### config.mk
export PLATFORM = sky130hd
export DESIGN_NAME = clk_div_gen
export DESIGN_NICKNAME = d
export VERILOG_FILES = /design/src/rtl/clk_div_pkg.sv /design/src/rtl/clk_div_chan.sv /design/src/rtl/clk_div_gen.sv
export SDC_FILE = /design/constraint.sdc
export NUM_CORES = 1
export LEC_CHECK = 0
export CAP_MARGIN = 25
export CORE_MARGIN = 5
export CORE_UTILIZATION = 30
export DETAILED_ROUTE_END_ITERATION = 16
export HOLD_SLACK_MARGIN = 0.06
export SYNTH_ARGS = -nofsm -noshare
export SYNTH_HDL_FRONTEND = slang
export SYNTH_SLANG_ARGS = --single-unit
### constraint.sdc
create_clock -name clk -period 3.7 [get_ports clk]
set_clock_uncertainty 0.1 [all_clocks]
set_input_delay 0.37 -clock clk [delete_from_list [all_inputs] [get_ports clk]]
set_output_delay 0.37 -clock clk [all_outputs]
set_load 0.005 [all_outputs]
### src/rtl/clk_div_pkg.sv
`default_nettype none
// ---------------------------------------------------------------------------
// Module : clk_div_pkg
// Brief  : Shared constants and divisor legality check for clk_div_gen.
// Rev    : 1.0  initial release
// ---------------------------------------------------------------------------
package clk_div_pkg;

  localparam int DEF_CNT_W    = 16;
  localparam int DEF_DIV_MED  = 100;
  localparam int DEF_DIV_SLOW = 1000;

  localparam logic SEL_MED  = 1'b0;
  localparam logic SEL_SLOW = 1'b1;

  // A divisor must split into two equal non-empty phases.
  function automatic logic is_legal_div(input logic [31:0] d);
    return (d[0] == 1'b0) && (d >= 32'd2);
  endfunction

endpackage
`default_nettype wire

### src/rtl/clk_div_chan.sv
`default_nettype none
// ---------------------------------------------------------------------------
// Module : clk_div_chan
// Brief  : One 50%-duty divider channel; swaps divisor only on its 0->1 toggle.
// Rev    : 1.0  initial release
// ---------------------------------------------------------------------------
module clk_div_chan #(
  parameter int CNT_W       = 16,
  parameter int DIV_DEFAULT = 100
) (
  input  logic             clk,
  input  logic             rst,
  input  logic             commit_req,
  input  logic [CNT_W-1:0] commit_div,
  output logic             out,
  output logic             tick,
  output logic             commit_ack
);

  localparam logic [CNT_W-1:0] c_div_rst = CNT_W'(DIV_DEFAULT);
  localparam logic [CNT_W-1:0] c_one     = CNT_W'(1);

  logic [CNT_W-1:0] r_div;
  logic [CNT_W-1:0] r_cnt;
  logic             r_out;
  logic             r_tick;
  logic [CNT_W-1:0] w_half_m1;
  logic             w_wrap;
  logic             w_rise;

  assign w_half_m1  = (r_div >> 1) - c_one;
  assign w_wrap     = (r_cnt == w_half_m1);
  assign w_rise     = w_wrap && !r_out;
  // New divisor takes effect exactly at a rising edge so no phase is cut short.
  assign commit_ack = w_rise && commit_req;

  always_ff @(posedge clk) begin
    if (rst) begin
      r_div  <= c_div_rst;
      r_cnt  <= '0;
      r_out  <= 1'b0;
      r_tick <= 1'b0;
    end else begin
      r_tick <= w_rise;
      if (w_wrap) begin
        r_cnt <= '0;
        r_out <= ~r_out;
      end else begin
        r_cnt <= r_cnt + c_one;
      end
      if (commit_ack) begin
        r_div <= commit_div;
      end
    end
  end

  assign out  = r_out;
  assign tick = r_tick;

endmodule
`default_nettype wire

### src/rtl/clk_div_gen.sv
`default_nettype none
// ---------------------------------------------------------------------------
// Module : clk_div_gen
// Brief  : Medium/slow divided clocks with a single-slot reprogramming port.
// Rev    : 1.0  initial release
// ---------------------------------------------------------------------------
module clk_div_gen
  import clk_div_pkg::*;
#(
  parameter int CNT_W            = DEF_CNT_W,
  parameter int DIV_MED_DEFAULT  = DEF_DIV_MED,
  parameter int DIV_SLOW_DEFAULT = DEF_DIV_SLOW
) (
  input  logic             clk,
  input  logic             rst,
  input  logic             cfg_valid,
  output logic             cfg_ready,
  input  logic             cfg_sel,
  input  logic [CNT_W-1:0] cfg_div,
  output logic             cfg_err,
  output logic             med_clk,
  output logic             slow_clk,
  output logic             med_tick,
  output logic             slow_tick
);

  logic             r_pend_vld;
  logic             r_pend_sel;
  logic [CNT_W-1:0] r_pend_div;
  logic             r_err;
  logic             w_accept;
  logic             w_legal;
  logic             w_med_ack;
  logic             w_slow_ack;

  assign cfg_ready = !r_pend_vld && !rst;
  assign w_accept  = cfg_valid && cfg_ready;
  assign w_legal   = is_legal_div(32'(cfg_div));

  // Accept needs an empty slot and a commit needs a full one, so they never coincide.
  always_ff @(posedge clk) begin
    if (rst) begin
      r_pend_vld <= 1'b0;
      r_pend_sel <= SEL_MED;
      r_pend_div <= '0;
      r_err      <= 1'b0;
    end else begin
      r_err <= w_accept && !w_legal;
      if (w_accept && w_legal) begin
        r_pend_vld <= 1'b1;
        r_pend_sel <= cfg_sel;
        r_pend_div <= cfg_div;
      end else if (w_med_ack || w_slow_ack) begin
        r_pend_vld <= 1'b0;
      end
    end
  end

  assign cfg_err = r_err;

  clk_div_chan #(
    .CNT_W       (CNT_W),
    .DIV_DEFAULT (DIV_MED_DEFAULT)
  ) u_med (
    .clk        (clk),
    .rst        (rst),
    .commit_req (r_pend_vld && (r_pend_sel == SEL_MED)),
    .commit_div (r_pend_div),
    .out        (med_clk),
    .tick       (med_tick),
    .commit_ack (w_med_ack)
  );

  clk_div_chan #(
    .CNT_W       (CNT_W),
    .DIV_DEFAULT (DIV_SLOW_DEFAULT)
  ) u_slow (
    .clk        (clk),
    .rst        (rst),
    .commit_req (r_pend_vld && (r_pend_sel == SEL_SLOW)),
    .commit_div (r_pend_div),
    .out        (slow_clk),
    .tick       (slow_tick),
    .commit_ack (w_slow_ack)
  );

endmodule
`default_nettype wire

---- Word level (Yosys, flattened, before mapping) ----
Index checks and enable logic that the tools add are counted.
W data, S select, Z words.
storage, ports and cells
  flip-flop bits (word level) ............. 87
  latch bits .............................. 0
  bits in writable memories ............... 0
  bits in read-only memories .............. 0
  input port bits ......................... 20
  output and inout port bits .............. 6
  memories kept ........................... 0
cells by class
  add/subtract/negate cells ............... 4
  multipliers ............................. 0
  div/mod/pow operators ................... 0
  magnitude comparators ................... 1
  equality and inequality tests ........... 2
  shift-type cells ........................ 0
  multiplexer cells ....................... 2
  bitwise operators ....................... 4
  reduce and logical (&&, ||, !) cells .... 20
operator list
  operator                 count
  $add A16 B1 Y16 const B  2
  $eq A16 B16 Y1           2
  $sub A15 B1 Y16 const B  2
  $ge A16 B2 Y1 const B    1
  $logic_and A1 B1 Y1      11
  $logic_not A1 Y1         5
  $not A1 Y1               4
  $reduce_or A2 Y1         2
  $mux W1                  2
  $reduce_bool A2 Y1       1
  $logic_or A1 B1 Y1       1

---- Logic depth before layout (Yosys ltp) ----
  word-level depth ........................ 7
  gate-level depth with buffers ........... 11
  depth with buffers taken out ............ 9

---- By module ----
Synthesis repeated with hierarchy kept, for this count alone.
unflattened totals
  cell total of the unflattened synthesis .. 553
  area total of the unflattened synthesis .. 4937.2 um^2
by module, submodules not included
  module        instances  cells each  area each (um^2)  seq. area each (um^2)
  clk_div_chan  2          230         2020.7            660.6
  clk_div_gen   1          93          895.9             380.4

---- Worst setup path before layout ----
OpenSTA, ideal clock, no wires.
  kind .................................... register -> register
  from .................................... register u_slow.r_div[1]
  to ...................................... register u_slow.r_div[5]
  arrival time ............................ 2.813 ns
  required time ........................... 3.528 ns
  path slack .............................. 0.716 ns
  stages on the path, launching flop included .. 12
  path buffers ............................ 2
  clock period less this slack ............ 2.984 ns
  path through ............................ dfxtp_1 -> inv_1 -> ha_1 -> or4b_2 -> o41ai_1 -> o32a_1 -> mux2i_1 -> nor4_2 -> and4b_1 -> buf_6 -> buf_12 -> mux2i_1
between the ends
  word-level cells in the longest chain between the ends .. 4
ends and longest elaborated chain
  item                    RTL line            source
  from (decl)             clk_div_chan.sv:23  logic [CNT_W-1:0] r_div;
  from (signal assigned)  clk_div_chan.sv:39  r_div <= c_div_rst;
  from (signal assigned)  clk_div_chan.sv:52  r_div <= commit_div;
  $sub A15 B1 Y16         clk_div_chan.sv:31  assign w_half_m1 = (r_div >> 1) - c_one;
  $eq A16 B16 Y1          clk_div_chan.sv:32  assign w_wrap = (r_cnt == w_half_m1);
  $logic_and A1 B1 Y1     clk_div_chan.sv:33  assign w_rise = w_wrap && !r_out;
  $logic_and A1 B1 Y1     clk_div_chan.sv:35  assign commit_ack = w_rise && commit_req;
Every way passes these cells.
A chain may end at the register's enable or synchronous reset.

---- Final worst setup path ----
  from .................................... register u_slow.r_div[1]
  to ...................................... register u_slow.r_div[15]
Same word-level chain as after synthesis.

==> results.py <==
metrics = {
    "outcome": {
        "outcome": "completed",
    },
    "power_and_ir_drop": {
        "vdd_drop_max_v": 0.000246,
        "powerDensity_nw_per_um2": 397,
        "p_leak_nw": 1.93,
    },
    "synthesis": {
        "syn_avg_cell_area_um2": 8.75,
        "ys_dominant_reg_cell": "dfxtp_1",
        "netlist_instances": 514,
        "seq_area_frac_synth_pct": 37.4,
        "yosysUniqueCellTypes": 55,
        "synth_top_area_share_pct": 37.4,
        "ys_ff_latch": 84,
        "synth-edff-count": 0,
        "synth_top_area_cell": "dfxtp_1",
        "syn_area_um2": 4500,
        "async_reset_ff_share_pct": 0,
        "syn-num-nets": 538,
        "synthTopCellsByArea": "dfxtp_1 37%, mux2i_1 10%, nor2_1 7.3%",
        "yosysWarningCount": 0,
    },
    "clock_network": {
        "ctsRootBufferMaster": "clkbuf_16",
        "clkSlewWorstSetupHoldPaths_ns": 0.06,
        "clk_latency_ns": 0.33,
        "postCtsSetupBuffers": 0,
        "cts_tree": "built",
        "cts_buffers": 9,
        "cts.sinks": 84,
        "cts_max_level": 3,
        "clk_path_buf_depth": 2,
    },
    "worst_hold_path": {
        "hold_path_class": "input port to flip-flop",
        "min_path_cells": 4,
    },
    "critical_path": {
        "slowest_delay_ns": 0.70,
        "cp_num_cells": 10,
        "worst_setup_path_end_kind": "flip-flop",
        "worstPathCellList": "inv_1 -> ha_1 -> nor4b_1 -> a31oi_1 -> a2111oi_0 -> nand4_1 -> nor4_2 -> and4b_1 -> buf_4 -> mux2i_1",
        "crit_buf_inv": 2,
        "worstRegToRegCells": 10,
        "cp.required_ns": 3.85,
        "critical_path_class": "flip-flop to flip-flop",
        "crit_arrival_ns": 3.48,
        "crit_slowest_cell": "nor4b_1",
        "critPathTopFamily": "simple AND/OR/NAND/NOR gates",
        "worst_setup_path_start_kind": "flip-flop",
        "cp_max_fo": 15,
    },
    "sta": {
        "period_minus_slack_ns": 3.34,
        "tightest_slew_ns": 0.823,
        "min_period_over_period_pct": 90.2,
        "rsz0062_at_grt": "false",
        "drv_slew": 0,
        "setup_viol": 0,
        "post-route-worst-setup-slack_ns": 0.363,
        "tns_ns": 0,
        "final-hold-violation-count": 0,
        "timing.fmax_mhz": 300,
        "holdWs_ns": 0.211,
        "relSlewSlack_pct": 44.4,
    },
    "floorplanning": {
        "dieHeight_um": 132,
        "die-area_um2": 17500,
        "initial_core_util_pct": 30.7,
        "die_w_um": 132,
        "coreArea_um2": 14600,
        "ios": 26,
        "row_count": 44,
    },
    "place": {
        "place_area_um2": 4870,
        "place_hpwl_um": 7640,
        "preCtsSetupSlack_ns": 0.208,
        "gp_congestion": 0.842,
        "place.port_buffers": 25,
    },
    "global_route": {
        "grt_overflow_total": 0,
        "antenna_found_initial": 0,
        "grt_pass1_wl_um": 17400,
        "grt_max_degree": 70,
        "grt_usage_pct": 11.9,
        "grt_pass1_vias": 3510,
    },
    "layout": {
        "nets": 553,
        "regArea_um2": 1680,
        "diodes": 0,
        "multiInputGateArea_um2": 2650,
        "design_area_um2": 5250,
        "final_cell_mix": "88 x nor2_1, 84 x dfxtp_1, 45 x mux2i_1",
        "final_core_util_pct": 35.9,
        "drive_gt1_share_pct": 6.37,
        "fillers": 1533,
        "area_growth_pct": 16.8,
        "final_common_cell": "nor2_1",
    },
    "route": {
        "drc_errors": 0,
        "first_iter_violations": 209,
        "drt_pass1_iterations": 4,
        "wl_per_cell_um": 14.2,
        "num_vias": 3624,
        "via_per_inst": 5.05,
        "routed_wl_um": 10200,
        "ant_nets": 0,
    },
    "run": {
        "drv_cap": 0,
    },
}
==> path summary, 6_finish.rpt <==
check | slack (ns) | from | endpoint
setup / recovery | 0.36 | u_slow.r_div[1] | u_slow.r_div[15]
hold / removal | 0.21 | rst | cfg_err
hold reg to reg | 0.40 | r_pend_div[13] | r_pend_div[13]
setup reg to reg | 0.36 | u_slow.r_div[1] | u_slow.r_div[15]
==> Yosys cell counts, types with 5 or more instances <==
library cell	count
nor2_1	88
dfxtp_1	84
mux2i_1	45
xnor2_1	36
nand2b_1	29
xor2_1	27
nand3_1	21
clkbuf_1	19
nor3_1	15
nand2_1	13
nand4_1	13
nor4_1	12
and3_1	11
inv_1	11
a21oi_1	9
nor4b_1	5
o31ai_1	5
==> through the flow <==
stage	instances	power, W
4_1_cts	717	0.00211
2_1_floorplan	514	0.00101
5_1_grt	718	0.00216
6_report	718	0.00208
3_5_place_dp	701	0.00105
3_3_place_gp	701	0.00105
==> where the power goes <==
part | leakage, nW | total, W | internal [W] | switching [W]
clock network | 0.176 | 0.00106 | 0.000698 | 0.000358
registers | 0.679 | 0.000935 | 0.000917 | 0.0000178
logic | 1.07 | 0.0000935 | 0.0000482 | 0.0000453
total | 1.93 | 0.00208 | 0.00166 | 0.000421
==> kinds of logic after synthesis <==
logic type	Yosys count	synth area share (%)
AND/OR/NAND/NOR	236	27.9
flip-flops	84	37.4
XOR/XNOR	63	12.3
AO/OA/AOI/OAI	45	7.51
multiplexers	45	10.0
buffers and inverters	37	3.81
adder cells (fa/ha/maj)	4	1.11
==> routing by layer <==
metal,vias up,routed length [um],GRT usage (%)
li1,1844,-,-
met4,0,176,4.56
met3,13,304,2.05
met5,-,0,0
met2,58,4720,19.0
met1,1709,4990,16.1
==> layout make-up <==
cell class	instances	area share (%)
inverter	11	0.786
multi-input combinational	393	50.4
tap	184	4.38
clock inverter	5	2.05
sequential	84	32.0
clock buffer	11	4.81
timing repair buffer	30	5.53
==> worst reg2reg max path, delay by kind of cell (launching register included) <==
kind / cells / cell delay [ns]
simple gates: 4 / 1.33
compound gates: 2 / 0.60
flops: 1 / 0.35
buf+inv: 2 / 0.33
fa+ha+maj: 1 / 0.26
mux: 1 / 0.26
==> state kept, by name (all words and copies together) (netlist names) <==
register      count
cfg_err           1
r_pend_div       15
r_pend_sel        1
r_pend_vld        1
u_med.out         1
u_med.r_cnt      16
u_med.r_div      15
u_med.tick        1
u_slow.out        1
u_slow.r_cnt     16
u_slow.r_div     15
u_slow.tick       1
==> timing repair <==
item                                    4_1_cts  5_1_grt
hold buffers                                  0        0
resized for setup                             0        1
endpoints found under the hold margin         0        0
endpoints found under the setup margin        0       11
No activity file was read; power rests on OpenSTA's default activity.
==> edit, RTL diff (same settings) <==
Set the package constant `DEF_CNT_W` to 24 (it was 16).
--- a/src/rtl/clk_div_pkg.sv
+++ b/src/rtl/clk_div_pkg.sv
@@ -6,7 +6,7 @@
 // ---------------------------------------------------------------------------
 package clk_div_pkg;
 
-  localparam int DEF_CNT_W    = 16;
+  localparam int DEF_CNT_W    = 24;
   localparam int DEF_DIV_MED  = 100;
   localparam int DEF_DIV_SLOW = 1000;
 
Interface: changed (resized cfg_div); port bits go from 26 to 34. The function was not compared with the original's and may differ.
==> edit against the unedited design <==
- wire length grew 72%
- total power grew 57%
- area after synthesis grew 51%
- maximum frequency shrank 5.8%
- synthesized cell count grew 56%
- largest power group unchanged
- setup slack lost 210 ps
- largest cell class unchanged
- count of clock-buffer cells in the layout grew 9
- critical endpoint is now u_med.r_div[8]
- hold slack gained 28 ps
- sequential cell count grew 40
- final area grew 58%
==> edit: results (changes against the unedited design) <==
Parameter                              Value

Synthesis
  Post-synthesis share of cell area spent on full adders, half adders and majority gates    0.00736 (was 0.0111)
  Post-synthesis sequential area ratio    0.365 (was 0.374)
  Fraction of synthesized cell area in xor and xnor cells    0.122 (was 0.123)
  Synthesized net count    836 (was 538)
  Commonest cells in the netlist    145 x nor2_1, 124 x dfxtp_1, 72 x mux2i_1, 58 x xnor2_1, 44 x nand2_1 (was 88 x nor2_1, 84 x dfxtp_1, 45 x mux2i_1, 36 x xnor2_1, 29 x nand2b_1)
  Multiplexer share of the synthesized area    0.108 (was 0.100)
  Post-synthesis cell type count    69 (was 55)
  Cells taking the most area after synthesis    dfxtp_1 37%, mux2i_1 11%, nor2_1 8.0% (was dfxtp_1 37%, mux2i_1 10%, nor2_1 7.3%)
  Mean Syn Cell Area    8.46 um^2 (was 8.75 um^2)
  Synth Area in Compound Gates    0.0782 (was 0.0751)

Power
  Leakage    3.31 nW (was 1.93 nW)
  Maximum resistive drop on vdd    334 uV (was 246 uV)
  P_sw    0.000715 W (was 0.000421 W)
  Internal Dissipation    0.00256 W (was 0.00166 W)
  Sequential cell power    0.00137 W (was 0.000935 W)

Critical path
  Critical path destination    u_med.r_div[8] (was u_slow.r_div[15])
  Worst R2R Path Depth    8 (was 10)
  Register-to-register path setup slack    160 ps (was 360 ps)
  Destination of the worst register-to-register timing path    u_med.r_div[8] (was u_slow.r_div[15])
  Maximum fanout along the worst path    11 (was 15)
  Slowest cell on the critical path    or4_4 (was nor4b_1)
  Data arrival time at the worst-slack endpoint    3730 ps (was 3480 ps)

Placement
  Placed cell count    1115 (was 701)
  GPL Wtd Cong    0.898 (was 0.842)
  HPWL Detailed    12700 um (was 7640 um)
  Instance area after placement    7560 um^2 (was 4870 um^2)
  Worst setup timing slack at the placement stage    4.35 ps (was 208 ps)

Cells and area
  Count of nets after finishing    885 (was 553)
  Layout fillers    2276 (was 1533)
  Share of final-layout standard cells stronger than drive strength 1    0.105 (was 0.0637)
  Largest registers    u_med.r_cnt x24, u_slow.r_cnt x24 (was u_med.r_cnt x16, u_slow.r_cnt x16)
  Finished Layout Cells    1151 (was 718)

Timing
  Tcrit/Tclk final    0.958 (was 0.902)
  Min Hold Slack    240 ps (was 211 ps)
  Max transition margin    0.424 (was 0.444)

Run status
  Run status    finished, final reports clean (unchanged)

Routing
  Via density per instance    5.06 (was 5.05)
  Final wirelength    17500 um (was 10200 um)
  Initial DRC Count    418 (was 209)

CTS
  Count of instances resized after the clock tree is built    2 (was 0)
  Maximum level of the CTS H-tree    4 (was 3)
  Clock buffer count from CTS    17 (was 9)

Global routing
  Global-route total usage across every layer    0.135 (was 0.119)
==> edit: cell count changes after synthesis, moves of 8 or more <==
cell	before	now
nor4_1	12	26
inv_1	11	19
nor2_1	88	145
mux2i_1	45	72
nand2_1	13	44
clkbuf_1	19	30
or4_1	3	16
dfxtp_1	84	124
o21ai_0	4	15
nand3_1	21	30
xnor2_1	36	58
nor3_1	15	23
nand2b_1	29	9
==> edit: area by class of cell <==
class	instances	area, um^2	share of cell area
Clock buffer	20	447	0.0540
Clock inverter	12	188	0.0227
Timing Repair Buffer	70	646	0.0780
Tap cell	285	357	0.0431
Sequential cell	124	2480	0.300
Inverter	20	75.1	0.00907
Multi-Input combinational cell	620	4080	0.493
==> edit: per-layer routing <==
layer | wire [um] | global-route usage | part of all wire
met1 | 8980 | 0.192 | 0.51
met4 | 317 | 0.0501 | 0.018
met5 | 0 | 0 | 0
met2 | 7490 | 0.201 | 0.43
met3 | 754 | 0.0257 | 0.043
